--- src/rtl/alu_arbiter.sv ---
// alu_arbiter: round-robin arbiter and sequencer in front of one shared
// combinational ALU. Two requesters compete for the ALU. The winner's
// operands are registered onto alu_*. The result is captured after one
// execute cycle and returned as a tagged response on a single valid/ready
// port.
//
// Ports
//   clk, rst            clock; synchronous active-high reset
//   reqN_valid/ready    request handshake, N = 0,1
//   reqN_a/b/shamt/funct request operands and op code (0..8 legal)
//   rsp_valid/ready     response handshake
//   rsp_id/result/err   responding requester, captured result, illegal-op flag
//   alu_a/b/shamt/funct registered operands driven to the shared ALU
//   alu_out             combinational result returned by the shared ALU
//   busy                high whenever the sequencer is not idle
module alu_arbiter #(
  parameter int WIDTH = 32
) (
  input  logic             clk,
  input  logic             rst,
  input  logic             req0_valid,
  output logic             req0_ready,
  input  logic [WIDTH-1:0] req0_a,
  input  logic [WIDTH-1:0] req0_b,
  input  logic [4:0]       req0_shamt,
  input  logic [3:0]       req0_funct,
  input  logic             req1_valid,
  output logic             req1_ready,
  input  logic [WIDTH-1:0] req1_a,
  input  logic [WIDTH-1:0] req1_b,
  input  logic [4:0]       req1_shamt,
  input  logic [3:0]       req1_funct,
  output logic             rsp_valid,
  input  logic             rsp_ready,
  output logic             rsp_id,
  output logic [WIDTH-1:0] rsp_result,
  output logic             rsp_err,
  output logic [WIDTH-1:0] alu_a,
  output logic [WIDTH-1:0] alu_b,
  output logic [4:0]       alu_shamt,
  output logic [3:0]       alu_funct,
  input  logic [WIDTH-1:0] alu_out,
  output logic             busy
);

  typedef enum logic [1:0] {IDLE, EXEC, RESP} state_t;

  typedef struct packed {
    logic [WIDTH-1:0] a;
    logic [WIDTH-1:0] b;
    logic [4:0]       shamt;
    logic [3:0]       funct;
  } req_t;

  state_t state, state_nxt;
  logic   prio;      // requester favoured when both are valid
  logic   grant;     // index of the requester that wins this cycle
  logic   accept;
  logic   illegal;
  req_t   sel;

  // Arbitration and next-state logic. Readies are held low during reset so
  // nothing can be accepted on the reset edge.
  always_comb begin
    grant      = 1'b0;
    req0_ready = 1'b0;
    req1_ready = 1'b0;
    state_nxt  = state;
    if (req0_valid && req1_valid) grant = prio;
    else                          grant = req1_valid;
    if (state == IDLE && !rst) begin
      req0_ready = req0_valid && !grant;
      req1_ready = req1_valid &&  grant;
    end
    accept  = (req0_ready && req0_valid) || (req1_ready && req1_valid);
    sel     = grant ? '{req1_a, req1_b, req1_shamt, req1_funct}
                    : '{req0_a, req0_b, req0_shamt, req0_funct};
    illegal = sel.funct > 4'd8;
    case (state)
      IDLE:    if (accept) state_nxt = illegal ? RESP : EXEC;
      EXEC:    state_nxt = RESP;
      RESP:    if (rsp_ready) state_nxt = IDLE;
      default: state_nxt = IDLE;
    endcase
  end

  always_ff @(posedge clk) begin
    if (rst) begin
      state      <= IDLE;
      prio       <= 1'b0;
      rsp_id     <= 1'b0;
      rsp_result <= '0;
      rsp_err    <= 1'b0;
      alu_a      <= '0;
      alu_b      <= '0;
      alu_shamt  <= '0;
      alu_funct  <= '0;
    end else begin
      state <= state_nxt;
      if (accept) begin
        alu_a     <= sel.a;
        alu_b     <= sel.b;
        alu_shamt <= sel.shamt;
        alu_funct <= sel.funct;
        rsp_id    <= grant;
        prio      <= ~grant;
        // An illegal op skips EXEC, so its response fields are set here.
        if (illegal) begin
          rsp_result <= '0;
          rsp_err    <= 1'b1;
        end
      end
      if (state == EXEC) begin
        rsp_result <= alu_out;
        rsp_err    <= 1'b0;
      end
    end
  end

  assign rsp_valid = (state == RESP);
  assign busy      = (state != IDLE);

endmodule

--- config.mk ---
export PLATFORM = sky130hd
export DESIGN_NAME = alu_arbiter
export DESIGN_NICKNAME = d
export VERILOG_FILES = /design/src/rtl/alu_arbiter.sv
export SDC_FILE = /design/constraint.sdc
export NUM_CORES = 1
export LEC_CHECK = 0
export CAP_MARGIN = 20
export CORE_MARGIN = 3
export CORE_UTILIZATION = 32
export CTS_BUF_LIST = sky130_fd_sc_hd__clkbuf_16
export CTS_CLUSTER_SIZE = 30
export DETAILED_ROUTE_END_ITERATION = 12
export GPL_TIMING_DRIVEN = 0
export PLACE_DENSITY = 0.76
export RECOVER_POWER = 50
export SETUP_SLACK_MARGIN = 0.3
export SLEW_MARGIN = 20
export SYNTH_ARGS = -nofsm -noshare
export SYNTH_HDL_FRONTEND = slang
export SYNTH_SLANG_ARGS = --single-unit
--- constraint.sdc ---
create_clock -name clk -period 1.35 [get_ports clk]
set_input_delay 0.2025 -clock clk [delete_from_list [all_inputs] [get_ports clk]]
set_output_delay 0.2025 -clock clk [all_outputs]
set_load 0.02 [all_outputs]
==> impl_metrics.json, run 1 <==
{
  "status": "finished with violations",
  "violations": "negative setup slack",
  "rsz0062_at_grt": "true",
  "path_class": "flip-flop to flip-flop",
  "worstPathMaxFanout": 7,
  "die_h_um": 122.5,
  "fmax_ghz": 0.5750,
  "ys_types": 31,
  "dieArea_um2": 15010,
  "multi_input_comb_area_um2": 2355,
  "postSynthCellCount": 452,
  "cp.required_ns": 1.59,
  "root_buffer": "clkbuf_16",
  "clk-insertion-delay-late_ns": 0.35,
  "p_clk_share_pct": 26.1,
  "clk_pin_slew_ns": 0.07,
  "final_core_util_pct": 70.58,
  "worstMarginPinSlew_ns": 0.9369,
  "antenna_found_initial": 1,
  "powerDensity_nw_per_um2": 1049,
  "period_needed_ns": 1.739,
  "drc_errors": 0,
  "peakVddDrop_uv": 652.3,
  "hp-class": "input port to flip-flop",
  "drv_slew": 0,
  "seq_area_frac_synth_pct": 50.69,
  "drive_gt1_share_pct": 46.02,
  "ys_ff_latch": 110,
  "drt-vias-per-instance": 5.337,
  "holdWs_ns": 0.4137,
  "grt_use_total_pct": 23.29,
  "cts_tree": "built",
  "clockBufferDepth": 2,
  "grt_pass1_wl_um": 27260,
  "syn_to_final_growth_pct": 110.0,
  "num-fill-cells": 935,
  "final_cell_count_no_fill": 978,
  "dp.cells": 917,
  "yosys_warnings": 0,
  "setup_ws_ns": -0.3891,
  "fp.dieW_um": 122.5,
  "power_mw": 9.567,
  "grt_pass1_vias": 5228,
  "initial_utilization_pct": 33.60,
  "wire_per_inst_um": 20.04,
  "tns_ns": -31.79,
  "relSlewSlack_pct": 37.54,
  "syn_area_um2": 4344,
  "htreeDepth": 3,
  "route.vias.total": 5220,
  "seqCellArea_um2": 2338,
  "p_comb_share_pct": 34.3,
  "cts_made_buffers": 9,
  "switchingPower_mw": 2.954,
  "gp_congestion": 0.8283,
  "syn_nets": 635,
  "core_area_um2": 12930,
  "rows": 41,
  "post-route-period-util_pct": 128.8,
  "seq_power_share_pct": 39.6,
  "wl_um": 19600,
  "startpoint_type": "flip-flop",
  "sw_frac_of_total_pct": 30.88,
  "ant_nets": 0,
  "post_synth.cell_area_avg_um2": 9.611,
  "cts.sinks": 110,
  "firstDrtPassIters": 8,
  "p_int_mw": 6.613,
  "worstPathArrival_ns": 1.98,
  "hold_violations": 0,
  "num-nets-final": 982,
  "critPathCaptureType": "flip-flop",
  "port_buffers": 293,
  "grt.overflow.total": 0,
  "drtIter0Drc": 456,
  "setup_viol": 113,
  "grt_max_degree": 18,
  "fin_skew_ns": 0.005047,
  "drv_cap": 0,
  "pin_count": 294,
  "leakage_nw": 3.591,
  "hpwlAfterDp_um": 13360
}
[cell families after synthesis]
| group | share of synthesized area, % |
|---|---|
| flip-flops | 50.69 |
| AO/OA/AOI/OAI | 18.17 |
| AND/OR/NAND/NOR | 17.83 |
| multiplexers | 7.373 |
| buffers and inverters | 5.933 |
[cell type report]
type / count / share of cell area (%)
repair buffers: 336 / 38.51
multi-input cells: 291 / 25.81
flip-flops and latches: 110 / 25.63
plain buffers: 48 / 4.594
clock buffers: 9 / 2.468
well taps: 172 / 2.359
clock inverters: 7 / 0.4526
inverters: 3 / 0.1234
diodes: 2 / 0.05485
[timing repair]
action | CTS | global route
hold buffers | 0 | 0
gates cloned | 5 | 4
buffers inserted | 22 | 12
resized for setup | 706 | 168
pin swaps | 28 | 33
setup endpoints to repair | 221 | 199
[power by group through the flow]
stage                     Sequential [mW]  Combinational, mW  Clock, mW
final                                3.79               3.28       2.49
after global routing                 3.82               3.47       2.65
after CTS                            3.73               2.91       2.51
after detailed placement             3.76               2.65          0
after global placement               3.75               2.59          0
after floorplan                      4.07              0.946          0
[worst paths after layout]
path	start	endpoint	slack, ns	cells after the start
max reg2reg	state[1]	alu_a[16]	-0.39	7
max	state[1]	alu_a[16]	-0.39	7
min	req0_a[22]	alu_a[22]	0.41	3
min reg2reg	rsp_err	rsp_err	0.46	1
[through the flow]
step	area [µm²]	setup WS, ns
2_1_floorplan	4488	-0.05775
3_3_place_gp	7636	-1.054
3_5_place_dp	7636	-1.079
4_1_cts	8389	-0.4175
6_report	9124	-0.3891
5_1_grt	9124	-0.4720
[worst max-delay path, stage by stage (launching register included)]
cell	delay (ns)
dfxtp_4	0.35
or3_4	0.38
buf_4	0.14
buf_6	0.11
nor2_4	0.21
buf_6	0.16
nor2_1	0.04
a311oi_1	0.23
[cell usage after synthesis]
master	instances	area, µm²
a21o_1	1	7.510
a21oi_1	2	10.01
a221oi_4	1	26.28
a222oi_1	48	480.5
a2bb2oi_1	1	8.760
a311oi_1	25	219.0
a31oi_1	1	6.260
and2b_1	1	7.510
and3_1	1	6.260
buf_2	14	70.07
buf_4	5	37.54
buf_6	4	45.04
clkbuf_1	25	93.84
dfxtp_1	110	2202
inv_1	3	11.26
mux2i_1	32	320.3
nand2_1	28	105.1
nand2b_1	2	12.51
nand3_1	25	125.1
nor2_1	78	292.8
nor2_2	1	6.260
nor2b_1	2	12.51
nor3_1	33	165.2
nor3_4	1	16.27
o21ai_0	1	5.000
o21ai_1	2	10.01
o21bai_1	1	7.510
o311ai_1	1	8.760
or3_1	1	6.260
or3_4	1	11.26
or4_1	1	7.510
[layer usage]
layer | wire, µm | share of wire (%) | vias to the layer above | global-route usage [%]
li1 | - | - | 2403 | -
met1 | 6910 | 35 | 2503 | 24.41
met2 | 10300 | 53 | 267 | 42.49
met3 | 1758 | 9.0 | 47 | 7.419
met4 | 631 | 3.2 | 0 | 10.22
met5 | 0 | 0 | - | 0
[layout by cell type, fill, tap and decap left out, types with 3 or more instances in the layout]
master / instances
a222oi_1: 48
a311oi_1: 25
buf_12: 6
buf_16: 3
buf_4: 58
buf_6: 98
buf_8: 12
clkbuf_1: 14
clkbuf_16: 13
clkbuf_2: 5
clkdlybuf4s50_1: 179
dfxtp_1: 5
dfxtp_2: 103
dlygate4sd2_1: 3
inv_1: 3
mux2i_1: 21
mux2i_2: 10
nand2_1: 27
nand3_1: 24
nor2_1: 77
nor3_2: 14
nor3_4: 20
[state kept, by name, summed over array words and instances, names as in the netlist]
name,count
prio,1
alu_b,32
rsp_err,1
rsp_id,1
alu_shamt,5
alu_a,32
state,2
alu_funct,4
rsp_result,32
(Power assumes the default switching activity.)
==> inputs of run 2 (changes only) <==
--- a/config.mk
+++ b/config.mk
@@ -6,13 +6,13 @@
 export NUM_CORES = 1
 export LEC_CHECK = 0
 export CAP_MARGIN = 20
-export CORE_MARGIN = 3
-export CORE_UTILIZATION = 32
+export CORE_AREA = 3 3 115 117
 export CTS_BUF_LIST = sky130_fd_sc_hd__clkbuf_16
 export CTS_CLUSTER_SIZE = 30
 export DETAILED_ROUTE_END_ITERATION = 12
+export DIE_AREA = 0 0 118 120
 export GPL_TIMING_DRIVEN = 0
-export PLACE_DENSITY = 0.76
+export PLACE_DENSITY = 0.86
 export RECOVER_POWER = 50
 export SETUP_SLACK_MARGIN = 0.3
 export SLEW_MARGIN = 20
==> constraint.sdc (replaced) <==
create_clock -name clk -period 2 [get_ports clk]
set_input_delay 0.3 -clock clk [delete_from_list [all_inputs] [get_ports clk]]
set_output_delay 0.3 -clock clk [all_outputs]
set_load 0.02 [all_outputs]
==> run 2 against run 1 <==
  * Non-clock buffer count fell by 28
  * Count of clock-buffer cells in the layout is the same
  * Largest power group unchanged
  * Final cell count decreased by 3.2%
  * Critical path depth is 3 lower
  * Largest cell class unchanged
  * The flow now finishes without violations
  * Critical path type is now flip-flop to primary output
==> impl_metrics.json, run 2 (synthesized netlist as in run 1, its figures left out) <==
{
  "status": "complete, no violations",
  "drtIter0Drc": 411,
  "critPathCaptureType": "primary output",
  "fmax_ghz": 0.5473,
  "reg_top3": "alu_a (32), alu_b (32), rsp_result (32)",
  "path_class": "flip-flop to primary output",
  "finalInstanceArea_um2": 8059,
  "relSlewSlack_pct": 60.86,
  "p_int_mw": 4.502,
  "gp_congestion": 0.8349,
  "crit-reg2reg-launch": "prio",
  "hpwlAfterDp_um": 13550,
  "grt_use_total_pct": 23.91,
  "cts_made_buffers": 9,
  "p_comb_share_pct": 28.2,
  "die_h_um": 120,
  "rows": 41,
  "switchingPower_mw": 1.760,
  "wl_met3_um": 1434,
  "cts.sinks": 110,
  "sw_frac_of_total_pct": 28.11,
  "cp.required_ns": 1.70,
  "worstPathMaxFanout": 3,
  "final_cell_count_no_fill": 947,
  "p_clk_share_pct": 32.1,
  "r2r_slack_ns": 0.24,
  "wl_met2_um": 9227,
  "powerDensity_nw_per_um2": 777.0,
  "startpoint": "state[0]",
  "r2r-end": "rsp_result[12]",
  "htreeDepth": 3,
  "cts_hold_buf": 0,
  "drc_errors": 0,
  "root_buffer": "clkbuf_16",
  "ff2ff_path_depth": 7,
  "wl_met1_um": 6536,
  "startpoint_type": "flip-flop",
  "wl_um": 17720,
  "core_area_um2": 12470,
  "pre_cts_ws_ns": -0.6245,
  "maxUsedRoutingLayer": "met4",
  "final_common_cell": "clkdlybuf4s50_1",
  "place_area_um2": 7492,
  "pin_count": 294,
  "worstPathArrival_ns": 1.53,
  "hp-class": "flip-flop to flip-flop",
  "seq_power_share_pct": 39.6,
  "port_buffers": 293,
  "clk_pin_slew_ns": 0.07,
  "cts_tree": "built",
  "drv_slew": 0,
  "dp.cells": 917,
  "hold_violations": 0,
  "rsz0062_at_grt": "true",
  "fin_skew_ns": 0.006913,
  "clockBufferDepth": 2,
  "firstDrtPassIters": 7,
  "drive_gt1_share_pct": 9.044,
  "post-route-period-util_pct": 91.36,
  "grt_pass1_vias": 5261,
  "syn_to_final_growth_pct": 85.51,
  "antenna_found_initial": 1,
  "period_needed_ns": 1.827,
  "leakage_nw": 3.257,
  "setup.worst_path.end": "req1_ready",
  "mostFrequentLayoutCells": "clkdlybuf4s50_1 (201), dfxtp_1 (109), dlygate4sd3_1 (84)",
  "grt_max_degree": 17,
  "clk-insertion-delay-late_ns": 0.36,
  "dieArea_um2": 14160,
  "power_mw": 6.262,
  "drt-vias-per-instance": 5.356,
  "grt_pass1_wl_um": 27100,
  "grt.overflow.total": 0,
  "route.vias.total": 5072,
  "peakVddDrop_uv": 541.9,
  "worstMarginPinSlew_ns": 0.5832,
  "wire_per_inst_um": 18.71,
  "ant_nets": 0,
  "initial_utilization_pct": 34.85,
  "fp.dieW_um": 118,
  "setup_viol": 0,
  "holdWs_ns": 0.4601,
  "drv_cap": 0,
  "setup_ws_ns": 0.1727,
  "num-nets-final": 954
}
[run 2: final cells by class]
| class | count | area (µm²) |
|---|---|---|
| antenna | 1 | 2.502 |
| buffer | 48 | 317.8 |
| clock buffer | 9 | 225.2 |
| clock inverter | 5 | 101.3 |
| fill | 990 | 4407 |
| inverter | 3 | 11.26 |
| multi-input combinational | 291 | 1908 |
| sequential | 110 | 2203 |
| tap | 172 | 215.2 |
| timing repair buffer | 308 | 3074 |
[run 2: timing repair]
action	CTS	global route
resized for setup	28	39
setup endpoints to repair	104	102
pin swaps	6	10
buffers inserted	5	8
cloned	0	2
[run 2: stage by stage]
stage	utilization (%)	setup TNS, ns
2_1_floorplan	-	0
3_3_place_gp	60.10	-20.24
3_5_place_dp	60.10	-24.35
4_1_cts	63.36	0
5_1_grt	64.65	0
6_report	64.65	0
[run 2: how the worst min path moves through the flow]
stage                          start   endpoint  slack [ns]  cells past startpoint
after floorplan           req0_a[13]  alu_a[13]        0.46                      2
after global placement       rsp_err    rsp_err        0.44                      1
after detailed placement     rsp_err    rsp_err        0.45                      1
after CTS                    rsp_err    rsp_err        0.47                      1
after global routing         rsp_err    rsp_err        0.48                      1
final                        rsp_err    rsp_err        0.46                      1
[run 2: worst max-delay path: stages, from the launching register on]
cell	delay (ns)
dfxtp_1	0.33
or3_4	0.38
nor3_4	0.21
buf_6	0.14
buf_6	0.11
[run 2: routing by layer]
layer | GRT usage (%) | up-vias
li1 | - | 2340
met1 | 25.66 | 2429
met2 | 43.62 | 268
met3 | 6.880 | 35
met4 | 10.62 | 0
met5 | 0 | -
[run 2: power by group through the flow]
stage                     Sequential [mW]  Combinational, mW  Clock, mW
after global placement               2.53               1.70          0
after detailed placement             2.54               1.74          0
after CTS                            2.49               1.77       2.04
after floorplan                      2.75              0.596          0
final                                2.48               1.77       2.01
after global routing                 2.50               1.89       2.13
==> inputs of run 3 (changes only) <==
--- a/config.mk
+++ b/config.mk
@@ -11,6 +11,7 @@
 export CTS_CLUSTER_SIZE = 30
 export DETAILED_ROUTE_END_ITERATION = 12
 export DIE_AREA = 0 0 118 120
+export GPL_ROUTABILITY_DRIVEN = 0
 export GPL_TIMING_DRIVEN = 0
 export PLACE_DENSITY = 0.86
 export RECOVER_POWER = 50
==> results of run 3 <==
No change in the layout: final DEF, timing and power equal those of run 2.
